**config.mk**
```make
export PLATFORM = sky130hd
export DESIGN_NAME = fetch_queue
export DESIGN_NICKNAME = d
export VERILOG_FILES = /design/src/rtl/fetch_queue.sv
export SDC_FILE = /design/constraint.sdc
export NUM_CORES = 1
export LEC_CHECK = 0
export BUFFER_PORTS_ARGS = -buffer_cell sky130_fd_sc_hd__buf_2
export CORE_ASPECT_RATIO = 0.7
export CORE_MARGIN = 5
export CORE_UTILIZATION = 40
export DETAILED_ROUTE_END_ITERATION = 7
export MAX_ROUTING_LAYER = met4
export PLACE_DENSITY = 0.56
export RECOVER_POWER = 50
export SYNTH_ARGS = -nofsm -noshare
export SYNTH_HDL_FRONTEND = slang
export SYNTH_SLANG_ARGS = --single-unit
export TNS_END_PERCENT = 100
```
**constraint.sdc**
```tcl
create_clock -name clk -period 5.8 [get_ports clk]
set_input_delay 0.58 -clock clk [delete_from_list [all_inputs] [get_ports clk]]
set_output_delay 0.58 -clock clk [all_outputs]
set_load 0.1 [all_outputs]
```
**src/rtl/fetch_queue.sv**
```systemverilog
// Instruction fetch front end: issues sequential fetch requests under a credit limit,
// queues in-order responses with their PCs, and flushes on branch/exception redirects.
module fetch_queue #(
    parameter int            N        = 64,
    parameter int            W        = 32,
    parameter int            DEPTH    = 4,
    parameter logic [N-1:0]  RESET_PC = '0
) (
    input  logic                     clk,
    input  logic                     reset,
    input  logic                     PCSrc_F,
    input  logic [N-1:0]             PCBranch_F,
    input  logic                     EProc_F,
    input  logic [N-1:0]             EVAddr_F,
    output logic                     imem_req_valid,
    output logic [N-1:0]             imem_req_addr,
    input  logic                     imem_req_ready,
    input  logic                     imem_rsp_valid,
    input  logic [W-1:0]             imem_rsp_data,
    output logic                     inst_valid,
    output logic [W-1:0]             inst,
    output logic [N-1:0]             inst_pc,
    input  logic                     inst_ready,
    output logic [$clog2(DEPTH):0]   count
);

    localparam int             AW        = $clog2(DEPTH);
    localparam int             CW        = AW + 1;
    localparam logic [N-1:0]   PC_STEP   = N'(4);
    localparam logic [CW:0]    DEPTH_LIM = (CW+1)'(DEPTH);

    logic [N-1:0]  fpc;
    logic [N-1:0]  rpc;
    logic [CW-1:0] out;
    logic [CW-1:0] drop;
    logic [AW-1:0] head;
    logic [AW-1:0] tail;
    logic [W-1:0]  mem_data [DEPTH];
    logic [N-1:0]  mem_pc   [DEPTH];

    logic          redirect;
    logic [N-1:0]  target;
    logic [CW:0]   credit_sum;
    logic          accept;
    logic          push;
    logic          pop;

    // Exception vector wins over branch target when both redirect in one cycle.
    always_comb begin
        redirect   = PCSrc_F | EProc_F;
        target     = EProc_F ? EVAddr_F : PCBranch_F;
        credit_sum = {1'b0, count} + {1'b0, out};
        accept     = imem_req_valid & imem_req_ready;
        push       = imem_rsp_valid & (drop == '0) & ~redirect;
        pop        = inst_valid & inst_ready;
    end

    // Credits count both queued and in-flight entries, so a live response always has room.
    always_comb begin
        imem_req_valid = ~redirect & (credit_sum < DEPTH_LIM);
        imem_req_addr  = fpc;
        inst_valid     = (count != '0) & ~redirect;
        inst           = mem_data[head];
        inst_pc        = mem_pc[head];
    end

    always_ff @(posedge clk or posedge reset) begin
        if (reset) begin
            fpc   <= RESET_PC;
            rpc   <= RESET_PC;
            count <= '0;
            out   <= '0;
            drop  <= '0;
            head  <= '0;
            tail  <= '0;
        end else begin
            out <= out + CW'(accept) - CW'(imem_rsp_valid);
            if (redirect) begin
                // Everything still in flight belongs to the old stream and must be discarded.
                fpc   <= target;
                rpc   <= target;
                count <= '0;
                head  <= '0;
                tail  <= '0;
                drop  <= out - CW'(imem_rsp_valid);
            end else begin
                if (accept) begin
                    fpc <= fpc + PC_STEP;
                end
                if (push) begin
                    tail <= tail + AW'(1);
                    rpc  <= rpc + PC_STEP;
                end
                if (pop) begin
                    head <= head + AW'(1);
                end
                count <= count + CW'(push) - CW'(pop);
                if (imem_rsp_valid && (drop != '0)) begin
                    drop <= drop - CW'(1);
                end
            end
        end
    end

    always_ff @(posedge clk) begin
        if (push) begin
            mem_data[tail] <= imem_rsp_data;
            mem_pc[tail]   <= rpc;
        end
    end

    assert property (@(posedge clk) disable iff (reset) credit_sum <= DEPTH_LIM);
    assert property (@(posedge clk) disable iff (reset) !(push && !pop && (count == CW'(DEPTH))));

endmodule
```
==> flow_results.org, run 1 <==
** Finish
- Most common cell after layout, fill and taps aside :: sky130_fd_sc_hd__edfxtp_1
- Final design area excluding fillers :: 0.0270 sq mm
- Final non-filler cell total :: around 2800
- Commonest cells after routing, fill and taps aside :: sky130_fd_sc_hd__edfxtp_1, sky130_fd_sc_hd__buf_2, sky130_fd_sc_hd__a21oi_1, sky130_fd_sc_hd__dfrtp_1, sky130_fd_sc_hd__nand2_1
- Area growth from synthesis to layout :: 17.3%
- # nets final :: around 2200
- Fill cells in the final layout number ~5000.
- In the final layout, the share of cells above drive strength 1 is between 20% and 30%.
- Final core utilization :: between 40 and 50%

** Clock network
- Clock Path Buffers :: 3
- Total of cells resized after clock tree synthesis :: 0
- The clock drives 523 sinks.
- Max H-tree Level :: 2
- Cell at the root of the clock tree :: sky130_fd_sc_hd__clkbuf_16
- TritonCTS built the clock tree.
- The later pin in the worst-skew pair is clocked with a latency of 0.60 ns.
- In this run the post-CTS setup repair buffer count came out at 0.
- # hold bufs at CTS :: 0
- Clock transition time at the flip-flop clock pins of the worst setup and hold paths :: roughly 0.07 ns
- The number of clock buffers added by TritonCTS is 51.

** Synth
- Synthesis produced a netlist with a net count of between 1500 and 2000.
- Yosys printed 0 warnings.
- Async set-or-reset flop fraction in the synthesized netlist :: roughly a quarter
- Summed instance area of the synthesized netlist :: about 0.023 sq mm
- Seq/Total Area, Yosys :: around two thirds
- For this run, the leading register cell type out of synthesis is sky130_fd_sc_hd__edfxtp_1.
- The number of different library cells used by synthesis comes to 68.
- #FFs+latches synth :: ~520
- In the synthesized netlist, the number of instances is between 1500 and 2000.
- Each instance of the synthesized netlist takes up on average ~14 sq um.
- Counting flops with a built-in enable in the synthesized netlist gives between 300 and 400.

** Setup path
- The critical path goes through buf_2 > clkbuf_1 > inv_1 > buf_4 > and3_1 > a21oi_1 > o21ai_0 > a21oi_1 > a21oi_1.
- The worst setup path is of the in2reg kind.
- Count of buffer and inverter cells on the critical path :: 4
- For this run, the slowest stage of the critical path takes between 1.5 and 2 ns.
- The slowest stage of the critical path is the sky130_fd_sc_hd__clkbuf_1 cell.
- Most frequent CP cell :: sky130_fd_sc_hd__a21oi_1
- Along the worst path, the maximum fanout reaches 54.
- The cell family contributing the most delay on the critical path is buffers and inverters.
- STA classifies the critical path endpoint as a register.
- Data arrives at the worst endpoint at around 4.6 ns.
- The worst setup path is launched from an input pin.
- In this run the critical register-to-register path is launched from drop[0]$_DFFE_PP0P_.
- Data required, critical path :: 6.25 ns
- Worst setup startpoint :: EProc_F

** Floorplanning
- Die area :: 0.0625 sq mm
- DIE HEIGHT :: around 210 um
- The die is 297 um wide.
- Area of the core :: 0.0568 sq mm
- Number of ports placed on the die boundary :: ~330
- Starting utilization of the core area :: roughly two fifths
- Count of standard-cell rows :: 73

** Run status
- The flow ran to the end, but the final reports show violations.
- The checks that failed: capacitance limit, slew limit.

** Route
- The first routing iteration left between 1500 and 2000 violations.
- Via count :: around 16000
- The first detailed-routing pass ran for 5 iterations.
- After detailed routing, the number of remaining DRC violations is 0.
- Dividing the detail-routed wire length by the instance count gives approximately 26 um.
- Via density :: roughly 5.9
- Once detail routing completed, the nets flagged for antenna violations numbered 0.
- For this block, the routed nets add up to 72.5 mm of wire.

** Job
- Max Cap Viol :: 4

** Global route
- Entering global routing, the biggest net connects between 90 and 100 pins.
- The number of antenna violations at the first check in global routing is 1.
- Global routing finished with a remaining overflow of 0.
- Global routing used between 20% and 30% of the available tracks.
- First-pass GRT wire length :: roughly 110 mm
- The number of global-route vias before repair came to ~16000.

** STA
- Largest clock skew in the final design :: 0.0205 ns
- On the final layout, the worst hold slack is 0.197 ns.
- Setup total negative slack on the finished layout was measured at 0 ns.
- Setup repair after global routing left no endpoint under its margin.
- Post-route worst setup slack :: roughly 1.6 ns
- Measured against its own limit, the worst slew margin works out to -85.2%.
- Maximum clock rate :: roughly 240 MHz
- Setup violations remaining at the end of the flow were counted as 0.
- The worst path in the final design needs a cycle of around 4.2 ns, including I/O delays and setup.
- Final worst-path cycle share :: between 70 and 80%
- The number of hold violations in the final report came to 0.
- Final count of pins violating max slew :: ~120
- Pin slew with the least headroom to its limit :: roughly 2.8 ns

** Power
- The internal portion of the total power is 6.28 mW.
- For this design the ratio of total power to cell area is ~330 mW/mm^2.
- For this design the static power due to leakage is between 9 and 10 nW.
- Clock share of power :: 35.9%
- Max rail drop VDD :: between 150 and 200 uV
- Combinational cells account for 14.4% of the total power.
- Net Switching :: ~2.7 mW
- Fraction of power spent switching nets :: around 30%
- Sequential fraction of design power :: between 40 and 50%
- Total power of the final layout :: 8.96 mW

** Placement
- Counting tap cells, the placed design contains a total of 2674 instances.
- Prior to clock tree synthesis, the placed netlist has a worst setup slack of roughly 2.3 ns.
- Port buffering added about 330 buffers.
- Cell Area, Placed :: around 0.026 sq mm
- The HPWL after detailed placement is about 50 mm.
- Routability congestion estimate :: between 0.9 and 1

** Min path
- Hold WC Path Type :: in2async
-- synth_stat cells, types with 14 or more instances --
cell type | instances | area (sq um)
sky130_fd_sc_hd__a21oi_1 | 194 | 971
sky130_fd_sc_hd__and3_1 | 74 | 463
sky130_fd_sc_hd__and4_1 | 14 | 123
sky130_fd_sc_hd__buf_1 | 15 | 56.3
sky130_fd_sc_hd__clkbuf_1 | 58 | 218
sky130_fd_sc_hd__dfrtp_1 | 139 | 3480
sky130_fd_sc_hd__edfxtp_1 | 384 | 11500
sky130_fd_sc_hd__ha_1 | 16 | 200
sky130_fd_sc_hd__inv_1 | 29 | 109
sky130_fd_sc_hd__mux4_2 | 96 | 2160
sky130_fd_sc_hd__nand2_1 | 123 | 462
sky130_fd_sc_hd__nand3_1 | 66 | 330
sky130_fd_sc_hd__nand4_1 | 39 | 244
sky130_fd_sc_hd__nor2_1 | 69 | 259
sky130_fd_sc_hd__nor3_1 | 23 | 115
sky130_fd_sc_hd__o21ai_0 | 109 | 546
sky130_fd_sc_hd__o31ai_1 | 25 | 188
sky130_fd_sc_hd__xnor2_1 | 18 | 158
sky130_fd_sc_hd__xor2_1 | 23 | 201
-- kinds of logic after synthesis --
kind of cell / synth area share (%)
buffers and inverters: 2.00
XOR/XNOR: 1.56
AO/OA/AOI/OAI: 9.44
AND/OR/NAND/NOR: 11.2
flip-flops: 65.3
adder cells (fa/ha/maj): 1.04
multiplexers: 9.54
-- area by class of cell --
class                   count  area (sq um)  share of cell area (%)
inverters                  29           114                   0.422
clock buffers              75          1430                    5.28
repair buffers            359          1770                    6.55
diodes                      1          2.50                 0.00927
multi-input cells        1013          7560                    28.0
flip-flops and latches    523         15000                    55.6
clock inverters            20           165                   0.612
well taps                 750           938                    3.48
-- routing by layer --
layer | track usage (%) | routed length [um] | share of wire, % | vias up
met1 | 34.6 | 32300 | 44 | 8207
met2 | 33.8 | 32500 | 45 | 833
met5 | - | 0 | 0 | -
li1 | - | - | - | 7103
met4 | 3.94 | 976 | 1.3 | 0
met3 | 5.31 | 6770 | 9.3 | 80
-- sequential cells by signal, summed over array words and instances (netlist names), 3 cells and up --
| signal | cells |
|---|---|
| mem_pc | 256 |
| mem_data | 128 |
| imem_req_addr | 64 |
| rpc | 62 |
| count | 3 |
| drop | 3 |
| out | 3 |
-- path summary, 6_finish.rpt --
kind | to | slack [ns] | cells after the start
worst max-delay path | imem_req_addr[12]$_DFFE_PP0P_ | 1.62 | 9
worst min-delay path | imem_req_addr[62]$_DFFE_PP0P_ | 0.20 | 2
worst max register to register | mem_data[0][11]$_DFFE_PP_ | 1.91 | 6
worst min register to register | out[0]$_DFF_PP0_ | 0.56 | 1
max in group asynchronous | imem_req_addr[46]$_DFFE_PP0P_ | 2.38 | 3
min in group clk | imem_req_addr[1]$_DFFE_PP0P_ | 0.23 | 3
-- power by group through the flow --
stage	sequential, mW	combinational [mW]	clock [mW]
2_1_floorplan	4.78	0.598	0
3_3_place_gp	4.51	1.28	0
3_5_place_dp	4.52	1.30	0
4_1_cts	4.44	1.30	3.29
5_1_grt	4.47	1.35	3.45
6_report	4.45	1.29	3.22
-- worst reg2reg max path, cell delays in order, from the launching register on --
cell,delay (ns)
sky130_fd_sc_hd__dfrtp_1,0.39
sky130_fd_sc_hd__inv_1,0.08
sky130_fd_sc_hd__ha_1,0.17
sky130_fd_sc_hd__nand2b_1,0.09
sky130_fd_sc_hd__nor2_1,1.32
sky130_fd_sc_hd__and3_4,0.97
sky130_fd_sc_hd__buf_4,0.51
Power figures use the tool's default switching activity.
==> run 2: changes to the inputs <==
- PLACE_DENSITY: 0.56 -> 0.58
- clock period: 5.8 -> 3.66 ns (I/O delays scaled with it)
==> run 2 against run 1 <==
The run still ends with capacitance limit, slew limit left. Sequential power up 58%. Flip-flop and latch count unchanged. Critical path depth down 1. Die area unchanged. Critical path type is now reg2reg. Largest power group unchanged.
==> flow_results.org, run 2 (synthesis gave the netlist of run 1 again) <==
** Clock network
- TritonCTS built the clock tree.
- The later pin in the worst-skew pair is clocked with a latency of roughly 0.61 ns.
- Once the clock tree was built, the resizer swapped 0 gates to a different size.
- After clock tree synthesis, the clock-pin slew on the worst setup and hold paths is 0.06 ns.
- Number of sinks on the clock net :: around 520
- Cell at the root of the clock tree :: sky130_fd_sc_hd__clkbuf_16
- CTS buffer count :: 52
- Counting along the longest clock path gives a buffer depth of 3.
- Max H-tree Level :: 2
- Once the clock tree was built, the setup fixing pass inserted 0 buffers.

** Finish
- Leaving out fill and tap cells, the most frequent cells in the layout are sky130_fd_sc_hd__edfxtp_1, sky130_fd_sc_hd__buf_2, sky130_fd_sc_hd__a21oi_1, sky130_fd_sc_hd__dfrtp_1, sky130_fd_sc_hd__nand2_1.
- Filler Cells Inserted :: a little over 5000
- Ratio of cells with drive above 1 in the final layout :: a little under a quarter
- The register with the most flip-flops in the layout has 256 of them.
- The sequential cells in the finished layout cover a total of approximately 0.015 sq mm.
- Number of antenna repair diodes :: 0
- Summing all multi-input logic gate instances after layout gives 0.00756 sq mm.
- Leaving out filler cells and counting taps, the final layout contains between 2000 and 3000.
- More flip-flops sit in one register than any other, and that register is mem_pc.
- Most common cell after layout, fill and taps aside :: sky130_fd_sc_hd__edfxtp_1
- # nets final :: 2221
- The area growth from synthesis to layout is 20.6%.

** STA
- Count of final setup violators :: 0
- The max-slew violation count was 142.
- Number of failing hold endpoints at the final stage :: 0
- Timing would allow up to 312 MHz.
- Max_slew headroom :: -35.9%
- The smallest clock period supported by the final layout is computed as between 3 and 4 ns.
- Final sum of negative setup slack :: 0 ns
- Dividing the final minimum period by the clock period gives 87.5%.
- At the pin with the least slew margin, the transition time is 2.04 ns.
- Hold is met by about 0.063 ns.
- The clock arrives with 0.0177 ns of skew.
- RSZ-0062 raised after global routing :: false

** Setup path
- At the worst endpoint, the required time is 4.15 ns.
- Startpoint Class :: register
- Of all nets on the critical path, the largest fanout is 16.
- STA classifies the critical path endpoint as a register.
- STA puts the critical path data arrival time at between 3 and 4 ns.
- The critical path is of the reg2reg type.

** Route
- After detailed routing, the number of remaining DRC violations is 0.
- Final routed wirelength across all metal layers :: 69.6 mm
- Summing over every cut layer, the via total after detailed routing is 16200.
- Dividing the detail-routed via count by the number of cells gives 5.73.
- Remaining antenna violation count after routing :: 0
- For this block, the initial DRC count from the detailed router was ~1400.
- Dividing the detail-routed wire length by the instance count gives roughly 25 um.
- Before antenna repair, the detailed router went through 5 iterations.

** Floorplanning
- Chip Width :: 297 um
- Once the floorplan was initialized, standard cells occupied 40.5% of the core.
- Die area :: roughly 0.062 sq mm
- The floorplan has 73 rows.
- The die is between 200 and 250 um tall.
- In this run the count of I/O pins placed on the die edge is 332.
- Area of the core :: between 0.05 and 0.06 sq mm

** Placement
- Placed Instances :: 2697
- Routability congestion estimate :: 0.906
- Port buffering added between 300 and 400 buffers.
- Dpl hpwl :: a little under 50 mm

** Job
- Max Cap Viol :: 3

** Power
- For this design the static power due to leakage is 9.88 nW.
- Total power of the final layout :: between 10 and 15 mW
- In this run the power density over the cells is around 520 mW/mm^2.
- Max rail drop VDD :: between 300 and 400 uV

** Global route
- Antenna violations before repair :: 1
- Total congestion overflow :: 0
- Pin count of the biggest net entering global routing :: 140
- First-pass GRT wire length :: 104 mm
- Via count of the first global-routing pass :: 16300
- Across every metal layer, demand over resource in global routing totals around 23%.

** Run status
- The flow ran to the end, but the final reports show violations.
- Failing checks :: capacitance limit, slew limit

** Min path
- Hold WC Path Type :: in2reg
==> run 2: cell count changes in the layout (fill, tap and decap cells not counted), moves of 2 or more <==
cell	delta
sky130_fd_sc_hd__dlygate4sd3_1	+35
sky130_fd_sc_hd__buf_12	+10
sky130_fd_sc_hd__buf_4	+11
sky130_fd_sc_hd__clkbuf_16	+3
sky130_fd_sc_hd__nor2_2	+2
sky130_fd_sc_hd__clkinvlp_4	+7
sky130_fd_sc_hd__clkbuf_1	-7
sky130_fd_sc_hd__bufinv_16	+3
sky130_fd_sc_hd__clkbuf_8	-5
sky130_fd_sc_hd__clkinv_1	+2
sky130_fd_sc_hd__nor2_1	-2
==> run 2: timing repair <==
action	in CTS	in global routing
hold buffers	35	0
hold endpoints to repair	132	0
setup endpoints to repair	0	0
==> run 2: layer usage <==
layer | wire (um) | vias to the layer above | share of wire, % | track usage, %
li1 | - | 7236 | - | -
met4 | 2140 | 0 | 3.1 | 6.90
met2 | 30100 | 727 | 43 | 31.8
met3 | 6560 | 120 | 9.4 | 6.26
met1 | 30800 | 8128 | 44 | 32.5
met5 | 0 | - | 0 | -
==> run 2: final timing paths <==
path	start	to	slack, ns	depth (start not counted)
max reg2reg	count[1]$_DFF_PP0_	imem_req_addr[33]$_DFFE_PP0P_	0.46	8
max in group asynchronous	reset	head[1]$_DFFE_PP0P_	1.65	3
min	PCBranch_F[1]	imem_req_addr[1]$_DFFE_PP0P_	0.06	3
min reg2reg	out[0]$_DFF_PP0_	out[0]$_DFF_PP0_	0.55	1
max	count[1]$_DFF_PP0_	imem_req_addr[33]$_DFFE_PP0P_	0.46	8
min in group asynchronous	reset	imem_req_addr[9]$_DFFE_PP0P_	0.50	3
==> run 2: through the flow <==
step / cell area [sq um] / util [%] / setup slack [ns]
6_report: 27700 / 48.8 / 0.457
5_1_grt: 27700 / 48.8 / 0.336
4_1_cts: 27900 / 49.1 / 0.457
3_5_place_dp: 25800 / 45.5 / 0.946
3_3_place_gp: 25800 / 45.5 / 1.00
2_1_floorplan: 23000 / - / 0.0930
==> run 2: area by class of cell <==
class	count	share of cell area [%]
Inverter	29	0.406
Multi-Input combinational cell	1013	27.3
Tap cell	750	3.38
Sequential cell	523	54.1
Clock buffer	66	5.07
Timing Repair Buffer	417	8.69
Clock inverter	31	1.07
==> run 2: critical path: stages (launching register included) <==
cell	delay [ns]
sky130_fd_sc_hd__dfrtp_1	0.46
sky130_fd_sc_hd__ha_1	0.31
sky130_fd_sc_hd__nand3_1	0.09
sky130_fd_sc_hd__nand3_1	0.09
sky130_fd_sc_hd__clkbuf_1	0.89
sky130_fd_sc_hd__nand2_1	0.79
sky130_fd_sc_hd__nor2_1	0.25
sky130_fd_sc_hd__a21oi_1	0.06
sky130_fd_sc_hd__o211a_1	0.14
==> run 2: report_power, final <==
group          leakage [nW]  internal, mW  switching [mW]
Clock                 0.813          3.07            2.27
Sequential             5.25          6.66           0.372
Combinational          3.81         0.482            1.62
Total                  9.88          10.2            4.26
==> run 3: changes to the inputs <==
- CTS_BUF_LIST: unset -> sky130_fd_sc_hd__clkbuf_8
==> run 3 against run 2 <==
The run still ends with capacitance limit, slew limit left. Final cell count rose by 2.4%. Worst setup slack got worse by 0.14 ns. Combinational power barely moved. Clock-buffer cell count rose by 20. Utilization fell by 0.053 points. Clock skew fell by 0.00064 ns. Total power fell by 3.6%. Maximum frequency fell by 4.2%. Non-clock buffer count rose by 9. Via count rose by 1.3%. Critical path type is now in2reg.
==> flow_results.org, run 3 (synthesis gave the netlist of run 1 again) <==
** Global route
- Entering global routing, the biggest net connects between 100 and 150 pins.
- First-pass GRT wire length :: ~100 mm
- Total congestion overflow :: 0
- The number of antenna violations at the first check in global routing came to 0.
- Across every metal layer, demand over resource in global routing totals 23.1%.
- Via count of the first global-routing pass :: between 15000 and 20000

** STA
- Maximum clock rate :: 299 MHz
- Adding up every negative setup slack in the final design gives 0 ns.
- Hold Worst Slack :: ~0.035 ns
- The final critical path takes up about nine tenths of the cycle.
- Number of failing hold endpoints at the final stage :: 0
- Largest clock skew in the final design :: between 0.015 and 0.02 ns
- Setup repair after global routing left no endpoint under its margin.
- Final Critical Period :: between 3 and 4 ns
- Final count of pins violating max slew :: 210
- For the pin with the worst max-slew slack, the measured transition is 2.78 ns.
- The worst pin sits at a relative slew slack of -85.5%.
- Count of final setup violators :: 0

** Power
- In this run switching power makes up 31.3% of total power.
- Summed over all cells, the static leakage comes to ~10 nW.
- For this design the ratio of total power to cell area is about 500 mW/mm^2.
- Clock share of power :: about a third
- Max rail drop VDD :: 233 uV
- Of the total power, combinational logic draws between 10% and 20%.
- The internal portion of the total power is approximately 9.6 mW.
- Of the total power, registers draw 50.5%.
- Net Switching :: 4.37 mW

** Finish
- The register with the most flip-flops in the layout has ~260 of them.
- Filler Cells Inserted :: 5096
- Across the whole layout, storage elements account for roughly 0.015 sq mm.
- Register bank with the most flops :: mem_pc
- Leaving out fill and tap cells, the most frequent cells in the layout are sky130_fd_sc_hd__edfxtp_1, sky130_fd_sc_hd__buf_2, sky130_fd_sc_hd__a21oi_1, sky130_fd_sc_hd__dfrtp_1, sky130_fd_sc_hd__nand2_1.
- Area growth from synthesis to layout :: 20.5%
- Summing all multi-input logic gate instances after layout gives 0.00756 sq mm.
- Leaving out fill and tap cells, the most frequent cell in the layout is sky130_fd_sc_hd__edfxtp_1.
- In the final layout, the share of cells above drive strength 1 is roughly 25%.
- The repair_antennas step left the layout with diodes totalling 0.
- Final non-filler cell total :: 2896
- For this run, the post-layout net count is 2261.

** Floorplanning
- The floorplan has between 70 and 80 rows.
- Starting utilization of the core area :: approximately two fifths
- Chip Width :: a little under 300 um
- Area of the core :: roughly 0.057 sq mm
- The floorplan step defined a die boundary enclosing roughly 0.062 sq mm.
- Number of ports placed on the die boundary :: roughly 330
- The floorplan step set the die height to 211 um.

** Route
- The final layout contains routed wiring with a total length of approximately 70 mm.
- The routed design uses around 7.4 mm of met3 wire.
- Top layer used by detailed routing :: met4
- In the final routing, the length of wire on met1 measures between 30 and 40 mm.
- Final routed wire length divided by cell count :: 24.3 um
- The count of nets left with antenna violations once routing finished came out at 0.
- Via density :: around 5.7
- DRC viols :: 0
- First DRT Iteration DRCs :: roughly 1400
- Iteration count of the initial detailed-routing pass :: 5
- The routed layout has ~16000 vias.
- Detailed routing placed a total of ~30 mm of wire on met2.

** Setup path
- For the worst setup path, the data arrival time is 3.96 ns.
- Broken down by cell family, the worst path's largest delay share belongs to buffers and inverters.
- Together, buffers and inverters on the worst path number 2.
- The worst setup path is captured at a register.
- Standard cell with the maximum stage delay on the critical path :: sky130_fd_sc_hd__clkbuf_1
- Setup slack, reg-to-reg :: ~0.36 ns
- Walking the worst path, the cells encountered are buf_2 > clkbuf_1 > nand2_1 > o21ai_0 > a41oi_1 > nor2_1 > o22a_1.
- Highest net fanout along the worst path :: between 60 and 70
- Data required, critical path :: between 4 and 5 ns
- STA classifies the critical path startpoint as an input pin.
- Largest stage delay, worst path :: 1.97 ns
- Critical path type :: in2reg

** Job
- Across the run, the number of max-cap violations was 3.

** Placement
- Detailed placement finished with a half-perimeter wire length of between 40 and 50 mm.
- Port buffering added ~330 buffers.
- Counting tap cells, the placed design contains a total of between 2000 and 3000 instances.
- The congestion estimate from routability-driven global placement came to approximately 0.9.

** Clock network
- Clock transition time at the flip-flop clock pins of the worst setup and hold paths :: roughly 0.07 ns
- Max H-tree Level :: 3
- CTS buffer count :: 83
- Source-to-sink clock delay at the later pin of the worst-skew pair :: between 0.6 and 0.7 ns
- Clock tree from TritonCTS :: done
- Buffers inserted by post-CTS timing repair :: 0
- Cell at the root of the clock tree :: sky130_fd_sc_hd__clkbuf_8
- In this run, post-CTS hold repair placed 44 buffers.
- Number of sinks on the clock net :: 523
- The clock passes through at most 3 buffers.
- Gates resized during post-CTS repair numbered 0.

** Run status
- The run finished, with violations left.
- Failing checks :: capacitance limit, slew limit

** Min path
- The worst hold path belongs to the class in2reg.
-- run 3: cell type report --
cell class | count | area share (%)
multi-input combinational | 1013 | 27.3
clock inverter | 69 | 1.42
sequential | 523 | 54.2
clock buffer | 86 | 4.27
inverter | 29 | 0.406
timing repair buffer | 426 | 9.05
tap | 750 | 3.39
-- run 3: worst paths after layout --
kind	start	end	cells after the start
hold / removal	EVAddr_F[61]	imem_req_addr[61]$_DFFE_PP0P_	3
min in group asynchronous	reset	imem_req_addr[9]$_DFFE_PP0P_	4
hold reg to reg	imem_req_addr[0]$_DFFE_PP0P_	mem_pc[0][0]$_DFFE_PP_	0
setup / recovery	PCSrc_F	rpc[37]$_DFFE_PP0P_	7
setup reg to reg	drop[0]$_DFFE_PP0P_	mem_data[0][23]$_DFFE_PP_	7
max in group asynchronous	reset	head[1]$_DFFE_PP0P_	4
-- run 3: worst reg2reg max path, cell delays in order (launching register included) --
cell and delay, ns:
sky130_fd_sc_hd__dfrtp_1 0.39, sky130_fd_sc_hd__inv_1 0.09, sky130_fd_sc_hd__ha_1 0.17, sky130_fd_sc_hd__nand2b_1 0.10, sky130_fd_sc_hd__nor2_2 0.11, sky130_fd_sc_hd__clkbuf_1 0.98, sky130_fd_sc_hd__and3_4 0.69, sky130_fd_sc_hd__buf_12 0.40
-- run 3: per-layer routing --
layer  up-vias  track usage (%)
li1       7324                -
met1      8201             32.2
met2       775             32.1
met3       128             7.89
met4         0             7.29
met5         -                -
-- run 3: power groups by stage --
stage	clock [mW]	combinational [mW]	sequential (mW)
finish	4.80	2.11	7.04
global route	5.24	2.24	7.07
detailed placement	0	2.09	7.14
CTS	4.95	2.14	7.03
global placement	0	2.08	7.12
floorplan	0	0.948	7.58
-- run 3: through the flow --
step | util (%) | total power, mW | worst slack, ns | instance area (sq um)
6_report | 48.8 | 13.9 | 0.317 | 27700
5_1_grt | 48.8 | 14.5 | 0.162 | 27700
4_1_cts | 49.0 | 14.1 | 0.383 | 27900
3_5_place_dp | 45.5 | 9.24 | 0.946 | 25800
3_3_place_gp | 45.5 | 9.20 | 1.00 | 25800
2_1_floorplan | - | 8.53 | 0.0930 | 23000
